==> src/rtl/jtag_scan_master.sv <==
// jtag_scan_master
// ----------------
// Clocked JTAG master. It divides the system clock to produce TCK, walks the
// TAP through complete IR or DR scans that start and end in Run-Test/Idle,
// and returns the TDO bits captured during the shift phase.
//
// Ports:
//   clk, rst            system clock, asynchronous active-high reset
//   cmd_valid/cmd_ready command handshake (ready only while idle in RTI)
//   cmd_ir              1 = IR scan, 0 = DR scan
//   cmd_len             scan length in bits (legal 1..MAX_LEN)
//   cmd_data            TDI bits, bit 0 shifted first
//   cmd_tlr             (only with JTAG_SCAN_MASTER_TLR_EN) run a TAP reset
//   rsp_valid           one-cycle pulse when the command completes
//   rsp_data            captured TDO, bit i = i-th shifted bit, upper bits 0
//   rsp_err             qualifies rsp_valid: command had an illegal length
//   tck_o/tms_o/tdi_o   TAP outputs
//   tdo_i               TAP data out
//
// Build option: define JTAG_SCAN_MASTER_TLR_EN to add the cmd_tlr input.
//
// Timing model: every TCK is a low phase of DIV clocks followed by a high
// phase of DIV clocks. TMS/TDI change only on the clock that starts a low
// phase, and TDO is registered on the clock that raises TCK.

module jtag_scan_master #(
  parameter int MAX_LEN = 32,
  parameter int DIV     = 2
) (
  input  logic               clk,
  input  logic               rst,
  input  logic               cmd_valid,
  output logic               cmd_ready,
  input  logic               cmd_ir,
  input  logic [5:0]         cmd_len,
  input  logic [MAX_LEN-1:0] cmd_data,
`ifdef JTAG_SCAN_MASTER_TLR_EN
  input  logic               cmd_tlr,
`endif
  output logic               rsp_valid,
  output logic [MAX_LEN-1:0] rsp_data,
  output logic               rsp_err,
  output logic               tck_o,
  output logic               tms_o,
  output logic               tdi_o,
  input  logic               tdo_i
);

  localparam int              DW        = (DIV > 1) ? $clog2(DIV) : 1;
  localparam logic [DW-1:0]   DIV_LAST  = DW'(DIV - 1);
  localparam logic [6:0]      MAX_LEN_W = 7'(MAX_LEN);

  localparam logic [2:0] S_INIT  = 3'd0;
  localparam logic [2:0] S_IDLE  = 3'd1;
  localparam logic [2:0] S_PRE   = 3'd2;
  localparam logic [2:0] S_SHIFT = 3'd3;
  localparam logic [2:0] S_POST  = 3'd4;
  localparam logic [2:0] S_FIN   = 3'd5;
  localparam logic [2:0] S_ERR   = 3'd6;

  logic [2:0]         state;
  logic [5:0]         idx;
  logic [DW-1:0]      div_cnt;
  logic               lead;
  logic               tlr_run;
  logic               ir;
  logic [5:0]         len;
  logic [MAX_LEN-1:0] sh;
  logic [MAX_LEN-1:0] cap;

  logic               tlr_req;
  logic               len_ok;
  logic [6:0]         shamt;
  logic [5:0]         pre_last;

`ifdef JTAG_SCAN_MASTER_TLR_EN
  assign tlr_req = cmd_tlr;
`else
  assign tlr_req = 1'b0;
`endif

  assign len_ok   = (cmd_len != 6'd0) && ({1'b0, cmd_len} <= MAX_LEN_W);
  // Captured bits enter at the top of cap; this realigns them so bit 0 is
  // the first bit shifted and everything above len is zero.
  assign shamt    = MAX_LEN_W - {1'b0, len};
  assign pre_last = ir ? 6'd3 : 6'd2;

  // Reset itself counts as the start of the first INIT low phase, so the
  // 5x TMS=1 / 1x TMS=0 sequence begins right after rst deasserts.
  always_ff @(posedge clk or posedge rst) begin
    if (rst) begin
      state     <= S_INIT;
      idx       <= '0;
      div_cnt   <= '0;
      lead      <= 1'b0;
      tlr_run   <= 1'b0;
      ir        <= 1'b0;
      len       <= '0;
      sh        <= '0;
      cap       <= '0;
      tck_o     <= 1'b0;
      tms_o     <= 1'b1;
      tdi_o     <= 1'b0;
      cmd_ready <= 1'b0;
      rsp_valid <= 1'b0;
      rsp_data  <= '0;
      rsp_err   <= 1'b0;
    end else begin
      rsp_valid <= 1'b0;
      case (state)
        S_IDLE: begin
          tck_o <= 1'b0;
          tms_o <= 1'b0;
          if (cmd_valid && cmd_ready) begin
            cmd_ready <= 1'b0;
            cap       <= '0;
            idx       <= '0;
            div_cnt   <= '0;
            // One dead clock after accept so the first low phase starts
            // on its own clock, giving 1+DIV clocks to the first rise.
            lead      <= 1'b1;
            if (tlr_req) begin
              state   <= S_INIT;
              tlr_run <= 1'b1;
            end else if (len_ok) begin
              state <= S_PRE;
              ir    <= cmd_ir;
              len   <= cmd_len;
              sh    <= cmd_data;
            end else begin
              state <= S_ERR;
            end
          end
        end

        S_ERR: begin
          state     <= S_IDLE;
          rsp_valid <= 1'b1;
          rsp_err   <= 1'b1;
          rsp_data  <= '0;
          cmd_ready <= 1'b1;
        end

        S_FIN: begin
          state     <= S_IDLE;
          rsp_valid <= 1'b1;
          rsp_err   <= 1'b0;
          rsp_data  <= cap >> shamt;
          tlr_run   <= 1'b0;
          cmd_ready <= 1'b1;
        end

        S_INIT, S_PRE, S_SHIFT, S_POST: begin
          if (lead) begin
            // Both INIT and PRE begin with TMS=1.
            lead    <= 1'b0;
            tms_o   <= 1'b1;
            div_cnt <= '0;
          end else if (div_cnt != DIV_LAST) begin
            div_cnt <= div_cnt + DW'(1);
          end else if (!tck_o) begin
            div_cnt <= '0;
            tck_o   <= 1'b1;
            if (state == S_SHIFT) begin
              cap <= {tdo_i, cap[MAX_LEN-1:1]};
            end
          end else begin
            // End of a high phase: this clock starts the next low phase,
            // so it is where TMS/TDI for the next TCK are launched.
            div_cnt <= '0;
            tck_o   <= 1'b0;
            case (state)
              S_INIT: begin
                if (idx == 6'd5) begin
                  idx <= '0;
                  if (tlr_run) begin
                    state <= S_FIN;
                  end else begin
                    state     <= S_IDLE;
                    cmd_ready <= 1'b1;
                  end
                end else begin
                  idx   <= idx + 6'd1;
                  tms_o <= (idx < 6'd4);
                end
              end
              S_PRE: begin
                if (idx == pre_last) begin
                  state <= S_SHIFT;
                  idx   <= '0;
                  tms_o <= (len == 6'd1);
                  tdi_o <= sh[0];
                  sh    <= sh >> 1;
                end else begin
                  idx   <= idx + 6'd1;
                  tms_o <= ir && (idx == 6'd0);
                end
              end
              S_SHIFT: begin
                if (idx == len - 6'd1) begin
                  state <= S_POST;
                  idx   <= '0;
                  tms_o <= 1'b1;
                  tdi_o <= 1'b0;
                end else begin
                  idx   <= idx + 6'd1;
                  tdi_o <= sh[0];
                  sh    <= sh >> 1;
                  tms_o <= (idx + 6'd2 == len);
                end
              end
              default: begin
                if (idx == 6'd0) begin
                  idx   <= 6'd1;
                  tms_o <= 1'b0;
                end else begin
                  idx   <= '0;
                  state <= S_FIN;
                end
              end
            endcase
          end
        end

        default: begin
          state <= S_INIT;
        end
      endcase
    end
  end

endmodule
==> config.mk <==
export PLATFORM = sky130hd
export DESIGN_NAME = jtag_scan_master
export DESIGN_NICKNAME = d
export VERILOG_FILES = /design/src/rtl/jtag_scan_master.sv
export SDC_FILE = /design/constraint.sdc
export NUM_CORES = 1
export LEC_CHECK = 0
export CAP_MARGIN = 20
export CORE_ASPECT_RATIO = 0.5
export CORE_MARGIN = 8
export CORE_UTILIZATION = 55
export DETAILED_ROUTE_END_ITERATION = 8
export GPL_TIMING_DRIVEN = 0
export PLACE_DENSITY_LB_ADDON = 0.15
export SYNTH_ARGS = -nofsm -noshare
export SYNTH_HDL_FRONTEND = slang
export SYNTH_SLANG_ARGS = --single-unit
==> constraint.sdc <==
create_clock -name clk -period 7.5 [get_ports clk]
set_clock_uncertainty 0.15 [all_clocks]
set_input_delay 1.875 -clock clk [delete_from_list [all_inputs] [get_ports clk]]
set_output_delay 1.875 -clock clk [all_outputs]
set_load 0.05 [all_outputs]
==> run_results.csv, run 1 <==
group,metric,value,unit
grt,first_global_vias,6648,
grt,overflow,0,
cts,clk_latency,420,ps
drt,drc,0,
place,place_ws,3110,ps
yosys,synth-seq-cells,120,
worst_setup_path,crit_type,"register to register",
power,ir_drop,0.182,mV
cts,cts_root_buf,"clkbuf_16",
worst_setup_path,reg2regPathDepth,14,
yosys,synth-compound-area-share,21.0,%
drt,ant_nets,0,
worst_setup_path,ff2ff_setup_slack,3450,ps
worst_setup_path,r2r_end,"rsp_data[3]",
yosys,synth_edf_count,0,
timing,setup_ws,3450,ps
drt,initialDrtViolationCount,549,
run_status,status,"finished, final reports clean",
grt,grt_pass1_wl,34700,um
yosys,muxShareOfSynthArea,16.4,%
timing,final.setup.tns,0,ps
worst_setup_path,arrival,4250,ps
floorplan,coreArea,13400,sq um
worst_setup_path,startpoint_type,"register",
yosys,syn_nets,836,
timing,period_share,54.0,%
timing,slew_headroom,41.7,%
worst_setup_path,critPathMaxFanout,11,
drt,detail_route.vias_per_cell,6.15,
drt,totalWireLength,20300,um
power,leakage,3.70,nW
layout,final_cell_count_no_fill,1075,
grt,grt_max_degree,77,
grt,antenna_found_initial,0,
yosys,yosysSeqAreaShare,40.0,%
cts,postCtsSetupBuffers,0,
layout,area_growth,21.8,%
worst_setup_path,crit_required,7700,ps
place,portBuffers,80,
drt,vias,6613,
cts,cts_made_buffers,17,
power,power_density,425,nW/um^2
timing,hold_ws,329,ps
yosys,ys_types,77,
cts,htree_levels,4,
floorplan,start_util,56.0,%
grt,track_usage,23.7,%
cts,clock_sinks,120,
floorplan,die_area,17900,sq um
yosys,yosysWarnings,0,
yosys,synthSimpleGateAreaFrac,14.4,%
drt,wl_per_cell,18.9,um
cts,cts.path.max_buffers,2,
cts,cts_resized,0,
layout,drive_gt1_share,17.1,%
layout,finalInstanceArea,9160,sq um
cts,clk_pin_slew,60,ps
yosys,async_flop_share,100,%
floorplan,die_w,181,um
place,place.gp.congestion,0.927,
yosys,synth_top_family_by_area,"compound AO/OA/AOI/OAI gates",
timing,final.min_clock_period,4050,ps
cts,cts_tree,"done",
yosys,synth_area,7520,sq um
yosys,synthCells,786,
place,post-place-cells,1043,
yosys,synth_fa_ha_area_share,1.16,%
hold_path,holdPathEnd,"rsp_data[31]",
floorplan,die_h,98.7,um
layout,nNetsFinal,936,
hold_path,worstHoldPathCells,2,
flow_run,max-cap-violations,0,
floorplan,row_count,30,
yosys,synthFlopType,"dfrtp_1",
drt,drt_first_pass_iters,5,
timing,rsz0062_at_grt,"no",
worst_setup_path,worstSetupEndpointType,"register",
floorplan,pin_count,81,
power,p_total,3.89,mW
layout,final_core_util,68.1,%
place,dp.final_hpwl,15000,um
timing,max_freq,247,MHz
yosys,synth-xor-area-share,2.28,%
place,dpl_cell_area,8570,sq um
layout,antenna_cells,0,
hold_path,hp-start,"rsp_data[31]",
timing,tightest_slew,868,ps
timing,slew_viol_final,0,
timing,finalHoldViolations,0,
cts,hold_buffers,0,
worst_setup_path,crit-reg2reg-launch,"len[0]",
timing,setup_viol,0,
hold_path,hp-class,"register to register",
yosys,avgSynthCellArea,9.57,sq um
-- state kept, by name (all words and copies together), names as in the netlist, 3 cells and up --
register / count
sh: 32
rsp_data: 32
state: 3
idx: 6
len: 6
cap: 32
-- logic make-up (layout without fill, tap and decap cells) --
group	count (synthesis)	in the layout
multiplexers	97	97
buffers and inverters	73	186
AO/OA/AOI/OAI	232	232
flip-flops	120	120
AND/OR/NAND/NOR	239	239
adder cells (fa/ha/maj)	7	7
XOR/XNOR	18	18
-- power by group --
| part | switching, mW | total, mW | internal (mW) |
|---|---|---|---|
| clock network | 0.352 | 0.821 | 0.469 |
| logic | 1.38 | 2.18 | 0.793 |
| registers | 0.107 | 0.894 | 0.787 |
| total | 1.84 | 3.89 | 2.05 |
-- worst max-delay path, stage by stage, from the launching register on --
cell	delay, ps
dfrtp_1	350
buf_2	200
buf_2	270
clkinv_1	240
buf_1	340
ha_1	380
buf_2	170
buf_2	220
buf_4	220
nor3b_1	490
nand2_1	100
a21oi_1	440
nand2_1	100
nand3_1	120
a32o_1	180
-- worst max-delay path by stage --
stage | from | to | cells after the start
2_1_floorplan | rst | cap[0] | 1
3_3_place_gp | rst | rsp_valid | 2
3_5_place_dp | cmd_len[0] | sh[26] | 8
4_1_cts | len[0] | rsp_data[3] | 14
5_1_grt | len[0] | rsp_data[0] | 13
6_report | len[0] | rsp_data[3] | 14
-- layer usage --
| metal | GRT usage, % | up-vias | share of wire (%) |
|---|---|---|---|
| li1 | - | 3066 | - |
| met1 | 31.6 | 3215 | 45 |
| met2 | 36.7 | 289 | 45 |
| met3 | 7.16 | 43 | 8.1 |
| met4 | 6.89 | 0 | 2.0 |
| met5 | 0 | - | 0 |
-- cell usage in the layout (no fill, tap or decap), drive strengths merged, types with 3 or more instances in the layout --
| cell type | n |
|---|---|
| a211oi | 10 |
| a21o | 3 |
| a21oi | 31 |
| a221o | 6 |
| a22o | 9 |
| a311o | 3 |
| a31oi | 4 |
| and2 | 4 |
| and3 | 3 |
| buf | 35 |
| clkbuf | 46 |
| clkdlybuf4s50 | 80 |
| clkinv | 5 |
| dfrtp | 119 |
| ha | 7 |
| inv | 17 |
| mux2 | 18 |
| mux2i | 60 |
| mux4 | 19 |
| nand2 | 142 |
| nand3 | 9 |
| nor2 | 35 |
| nor3 | 15 |
| nor3b | 3 |
| nor4 | 6 |
| o21ai | 128 |
| o221ai | 3 |
| o22ai | 5 |
| o311ai | 3 |
| o31ai | 3 |
| or2 | 6 |
| or3 | 4 |
| xnor2 | 8 |
| xor2 | 9 |
-- area by class of cell --
class                           instances  area (sq um)
Fill cell                            1109          4280
Multi-Input combinational cell        593          4150
Sequential cell                       120          3000
Timing Repair Buffer                   81           828
Clock buffer                           17           425
Buffer                                 63           328
Tap cell                              176           220
Clock inverter                         15           158
Inverter                               10          42.5
-- cells in the mapped netlist, drive strengths merged (3+ instances only) --
cell type / number / area (sq um)
a221o: 6 / 60.1
a311o: 3 / 30.0
or3: 4 / 25.0
a22o: 9 / 78.8
mux2i: 60 / 601
o221ai: 3 / 26.3
nor4: 6 / 52.6
nor2: 35 / 134
o21ai: 128 / 753
or2: 6 / 40.0
xor2: 9 / 78.8
dfrtp: 119 / 2980
and3: 3 / 18.8
a31oi: 4 / 25.0
o31ai: 3 / 36.3
a21oi: 31 / 163
inv: 9 / 33.8
nor3: 15 / 91.3
clkbuf: 29 / 109
nor3b: 3 / 27.5
o22ai: 5 / 31.3
nand3: 9 / 45.0
nand2: 142 / 533
buf: 34 / 219
mux4: 19 / 428
and2: 4 / 25.0
xnor2: 8 / 70.1
a211oi: 10 / 85.1
ha: 7 / 87.6
o311ai: 3 / 33.8
a21o: 3 / 22.5
mux2: 18 / 203
No activity file was read; power rests on OpenSTA's default activity.
==> run 2, diff against run 1 <==
clock period = 4.2 ns   (was 7.5 ns; I/O delays follow)
==> run 2 against run 1 <==
Sequential power grew 78%. Final area grew 0.23%. Sequential cell count is the same. Register-to-register slack lost 3100 ps. Clock-buffer cell count is the same. Via count grew 1.0%. Critical path type unchanged. Highest routed layer unchanged.
==> run_results.csv, run 2 (same netlist as run 1, synthesis figures left out) <==
group,metric,value,unit
run_status,status,"finished, final reports clean",
drt,vias,6680,
floorplan,pin_count,81,
flow_run,max-cap-violations,0,
hold_path,hp-class,"register to register",
worst_setup_path,crit_type,"register to register",
floorplan,start_util,56.0,%
layout,antenna_cells,0,
timing,period_share,92.3,%
power,ir_drop,0.360,mV
power,leakage,3.71,nW
cts,clk_latency,430,ps
cts,cts_tree,"done",
timing,setup_viol,0,
layout,final_core_util,68.3,%
floorplan,die_w,181,um
grt,antenna_found_initial,0,
cts,cts.path.max_buffers,2,
floorplan,die_h,98.7,um
power,p_total,6.91,mW
place,post-place-cells,1045,
cts,clock_sinks,120,
timing,tightest_slew,947,ps
cts,cts_made_buffers,17,
cts,postCtsSetupBuffers,0,
place,dp.final_hpwl,14900,um
drt,detail_route.vias_per_cell,6.20,
worst_setup_path,crit_required,4350,ps
timing,setup_ws,323,ps
grt,track_usage,23.1,%
drt,drt_first_pass_iters,7,
worst_setup_path,worstSetupEndpointType,"register",
timing,hold_ws,326,ps
layout,layout_common_cells,"nand2_1 (142), dfrtp_1 (119), o21ai_0 (96)",
grt,overflow,0,
layout,finalInstanceArea,9180,sq um
cts,clk_pin_slew,60,ps
place,dpl_cell_area,8600,sq um
grt,grt_max_degree,40,
cts,htree_levels,4,
timing,slew_headroom,36.4,%
timing,final.setup.tns,0,ps
drt,initialDrtViolationCount,634,
place,place.gp.congestion,0.977,
place,place_ws,213,ps
layout,drive_gt1_share,17.5,%
cts,cts_resized,0,
worst_setup_path,critPathMaxFanout,11,
timing,final.min_clock_period,3880,ps
drt,drc,0,
timing,finalHoldViolations,0,
timing,max_freq,258,MHz
layout,area_growth,22.0,%
floorplan,row_count,30,
place,portBuffers,80,
layout,largestRegisters,"cap: 32 flops, rsp_data: 32 flops, sh: 32 flops",
layout,nNetsFinal,938,
drt,ant_nets,0,
timing,rsz0062_at_grt,"no",
grt,first_global_vias,6586,
layout,final_common_cell,"nand2_1",
layout,final_cell_count_no_fill,1077,
floorplan,die_area,17900,sq um
worst_setup_path,arrival,4030,ps
worst_setup_path,startpoint_type,"register",
cts,hold_buffers,0,
drt,wl_per_cell,18.9,um
timing,slew_viol_final,0,
drt,totalWireLength,20400,um
floorplan,coreArea,13400,sq um
grt,grt_pass1_wl,34200,um
power,power_density,753,nW/um^2
cts,cts_root_buf,"clkbuf_16",
==> run 2: power by group <==
part	internal, mW	switching, mW
combinational	1.42	2.47
sequential	1.41	0.189
clock	0.824	0.600
==> run 2: final cells by class <==
type	instances	area (sq um)
buffer	63	329
clock buffer	17	425
clock inverter	15	141
fill	1093	4260
inverter	10	41.3
multi-input combinational	593	4160
sequential	120	3000
tap	176	220
timing repair buffer	83	861
==> run 2: routing by layer <==
metal / vias to the layer above / track usage [%] / part of all wire (%)
li1: 3066 / - / -
met1: 3225 / 31.3 / 44
met2: 340 / 35.8 / 45
met3: 49 / 6.28 / 9.3
met4: 0 / 7.01 / 1.9
met5: - / 0 / 0
==> run 2: path summary, 6_finish.rpt <==
path,start,end,slack (ps),depth (start not counted)
max,len[0],rsp_data[0],320,13
min,rsp_data[19],rsp_data[19],330,2
max reg2reg,len[0],rsp_data[0],320,13
min reg2reg,rsp_data[19],rsp_data[19],330,2
max in group asynchronous,rst,rsp_data[20],2230,4
min in group asynchronous,rst,sh[6],860,2
==> run 2: worst max-delay path, cell delays in order (launching register included) <==
cell and delay (ps):
dfrtp_1 350, buf_2 190, buf_2 270, clkinv_1 220, clkbuf_2 280, ha_1 330
buf_2 170, buf_2 300, mux2i_1 270, mux2_2 290, nor2_1 60, o21ai_1 320
mux2i_1 160, a221o_1 370
==> run 3, diff against run 2 <==
MAX_ROUTING_LAYER = met4   (was unset)
==> run 3 against run 2 <==
Clock-buffer cell count is the same. Register-to-register slack got worse by 70 ps. Combinational power barely moved.
==> run_results.csv, run 3 (same netlist as run 1, synthesis figures left out) <==
group,metric,value,unit
worst_setup_path,path_buf_inv,7,
worst_setup_path,reg2regPathDepth,13,
timing,final.min_clock_period,3940,ps
power,net-switching-power,3.28,mW
drt,drt_first_pass_iters,5,
floorplan,die_h,98.7,um
place,place.gp.congestion,0.945,
power,swShare,46.4,%
drt,ant_nets,0,
layout,layout_common_cells,"nand2_1 (142), dfrtp_1 (119), o21ai_0 (96)",
worst_setup_path,ff2ff_setup_slack,260,ps
timing,max_freq,254,MHz
worst_setup_path,endpoint,"rsp_data[8]",
timing,final.setup.tns,0,ps
drt,routed.top_layer,"met4",
layout,largestRegisters,"cap: 32 flops, rsp_data: 32 flops, sh: 32 flops",
worst_setup_path,cp_cell_sequence,"buf_2 > buf_2 > clkinv_1 > clkbuf_2 > ha_1 > buf_2 > buf_4 > mux2i_1 > inv_1 > mux4_2 > a211oi_1 > a21oi_1 > a22o_1",
cts,cts_made_buffers,17,
floorplan,start_util,56.0,%
drt,vias,6557,
cts,postCtsSetupBuffers,0,
worst_setup_path,critical_path_depth,13,
power,power_density,764,nW/um^2
power,p_clk_share,22.3,%
drt,wl_per_cell,18.9,um
flow_run,max-cap-violations,0,
layout,area_growth,22.9,%
worst_setup_path,crit-reg2reg-launch,"len[0]",
grt,overflow,0,
timing,slew_headroom,34.6,%
worst_setup_path,setup.worst_path.start,"len[0]",
timing,setup_viol,0,
worst_setup_path,cpPeakStageDelay,500,ps
cts,cts_tree,"done",
grt,grt_pass1_wl,34000,um
drt,totalWireLength,20400,um
layout,final_core_util,68.8,%
floorplan,row_count,30,
worst_setup_path,critPathSlowestCell,"mux4_2",
worst_setup_path,worstSetupEndpointType,"register",
worst_setup_path,r2r_end,"rsp_data[8]",
worst_setup_path,startpoint_type,"register",
power,p_seq_share,22.6,%
run_status,status,"finished, final reports clean",
grt,antenna_found_initial,0,
timing,slew_viol_final,0,
layout,nNetsFinal,938,
hold_path,hp-class,"register to register",
layout,drive_gt1_share,17.5,%
power,p_comb_share,55.1,%
grt,track_usage,23.8,%
drt,detail_route.vias_per_cell,6.09,
layout,antenna_cells,0,
worst_setup_path,cp_top_family,"buffers and inverters",
cts,clk_pin_slew,60,ps
worst_setup_path,crit_type,"register to register",
drt,initialDrtViolationCount,642,
cts,cts.path.max_buffers,2,
timing,tightest_slew,974,ps
place,dp.final_hpwl,14900,um
grt,grt_max_degree,41,
timing,setup_ws,257,ps
power,p_total,7.06,mW
grt,first_global_vias,6533,
cts,htree_levels,4,
drt,wl_met3,1530,um
worst_setup_path,critPathMaxFanout,11,
floorplan,coreArea,13400,sq um
layout,final_common_cell,"nand2_1",
hold_path,hp-start,"cap[0]",
cts,clock_sinks,120,
timing,finalHoldViolations,0,
drt,m1WireLength,9340,um
drt,drc,0,
floorplan,pin_count,81,
worst_setup_path,arrival,4100,ps
worst_setup_path,crit_required,4360,ps
place,portBuffers,80,
cts,cts_root_buf,"clkbuf_16",
worst_setup_path,crit_path_frequent_cell,"buf_2",
floorplan,die_w,181,um
drt,dr_wl_met2,9120,um
timing,period_share,93.9,%
cts,clk_latency,420,ps
timing,rsz0062_at_grt,"no",
power,ir_drop,0.348,mV
power,internal-power,3.79,mW
floorplan,die_area,17900,sq um
place,place_ws,201,ps
power,leakage,3.74,nW
[run 3: worst min-delay path by stage]
stage                        end  slack [ps]  depth (start not counted)
detailed placement  rsp_data[26]         320                          2
CTS                       cap[0]         340                          2
global placement    rsp_data[21]         310                          2
floorplan                 cap[0]         300                          2
finish                    cap[0]         330                          2
global route         rsp_data[5]         360                          1
[run 3: per-stage QoR]
step / hold WS, ps / cell area, sq um / std cells
4_1_cts: 338 / 9230 / 1077
5_1_grt: 363 / 9240 / 1077
3_5_place_dp: 324 / 8600 / 1045
3_3_place_gp: 311 / 8540 / 1042
6_report: 330 / 9240 / 1077
2_1_floorplan: 299 / 7520 / 786
[run 3: cell type report]
class | instances | area [sq um]
inverter | 10 | 41.3
buffer | 63 | 329
fill | 1044 | 4200
timing repair buffer | 83 | 861
multi-input combinational | 593 | 4160
clock buffer | 17 | 425
sequential | 120 | 3000
clock inverter | 15 | 204
tap | 176 | 220
[run 3: power by group through the flow]
stage | sequential, mW | combinational (mW) | clock [mW]
finish | 1.60 | 3.89 | 1.57
global route | 1.63 | 4.22 | 1.65
global placement | 1.60 | 3.75 | 0
CTS | 1.60 | 3.84 | 1.59
floorplan | 1.75 | 2.76 | 0
detailed placement | 1.61 | 3.81 | 0
[run 3: layer usage]
layer	GRT usage, %	up-vias
met3	5.95	37
met1	31.8	3184
met2	35.6	274
li1	-	3062
met5	-	-
met4	6.95	0
[run 3: timing repair]
action | in CTS | in global routing
gates resized for setup | 0 | 2
setup endpoints to repair | 0 | 3
hold buffers | 0 | 0
[run 3: tightest hold or removal path, stage by stage, from the launching register on]
cell	delay, ps
dfrtp_1	340
nand2_1	40
o21ai_0	60
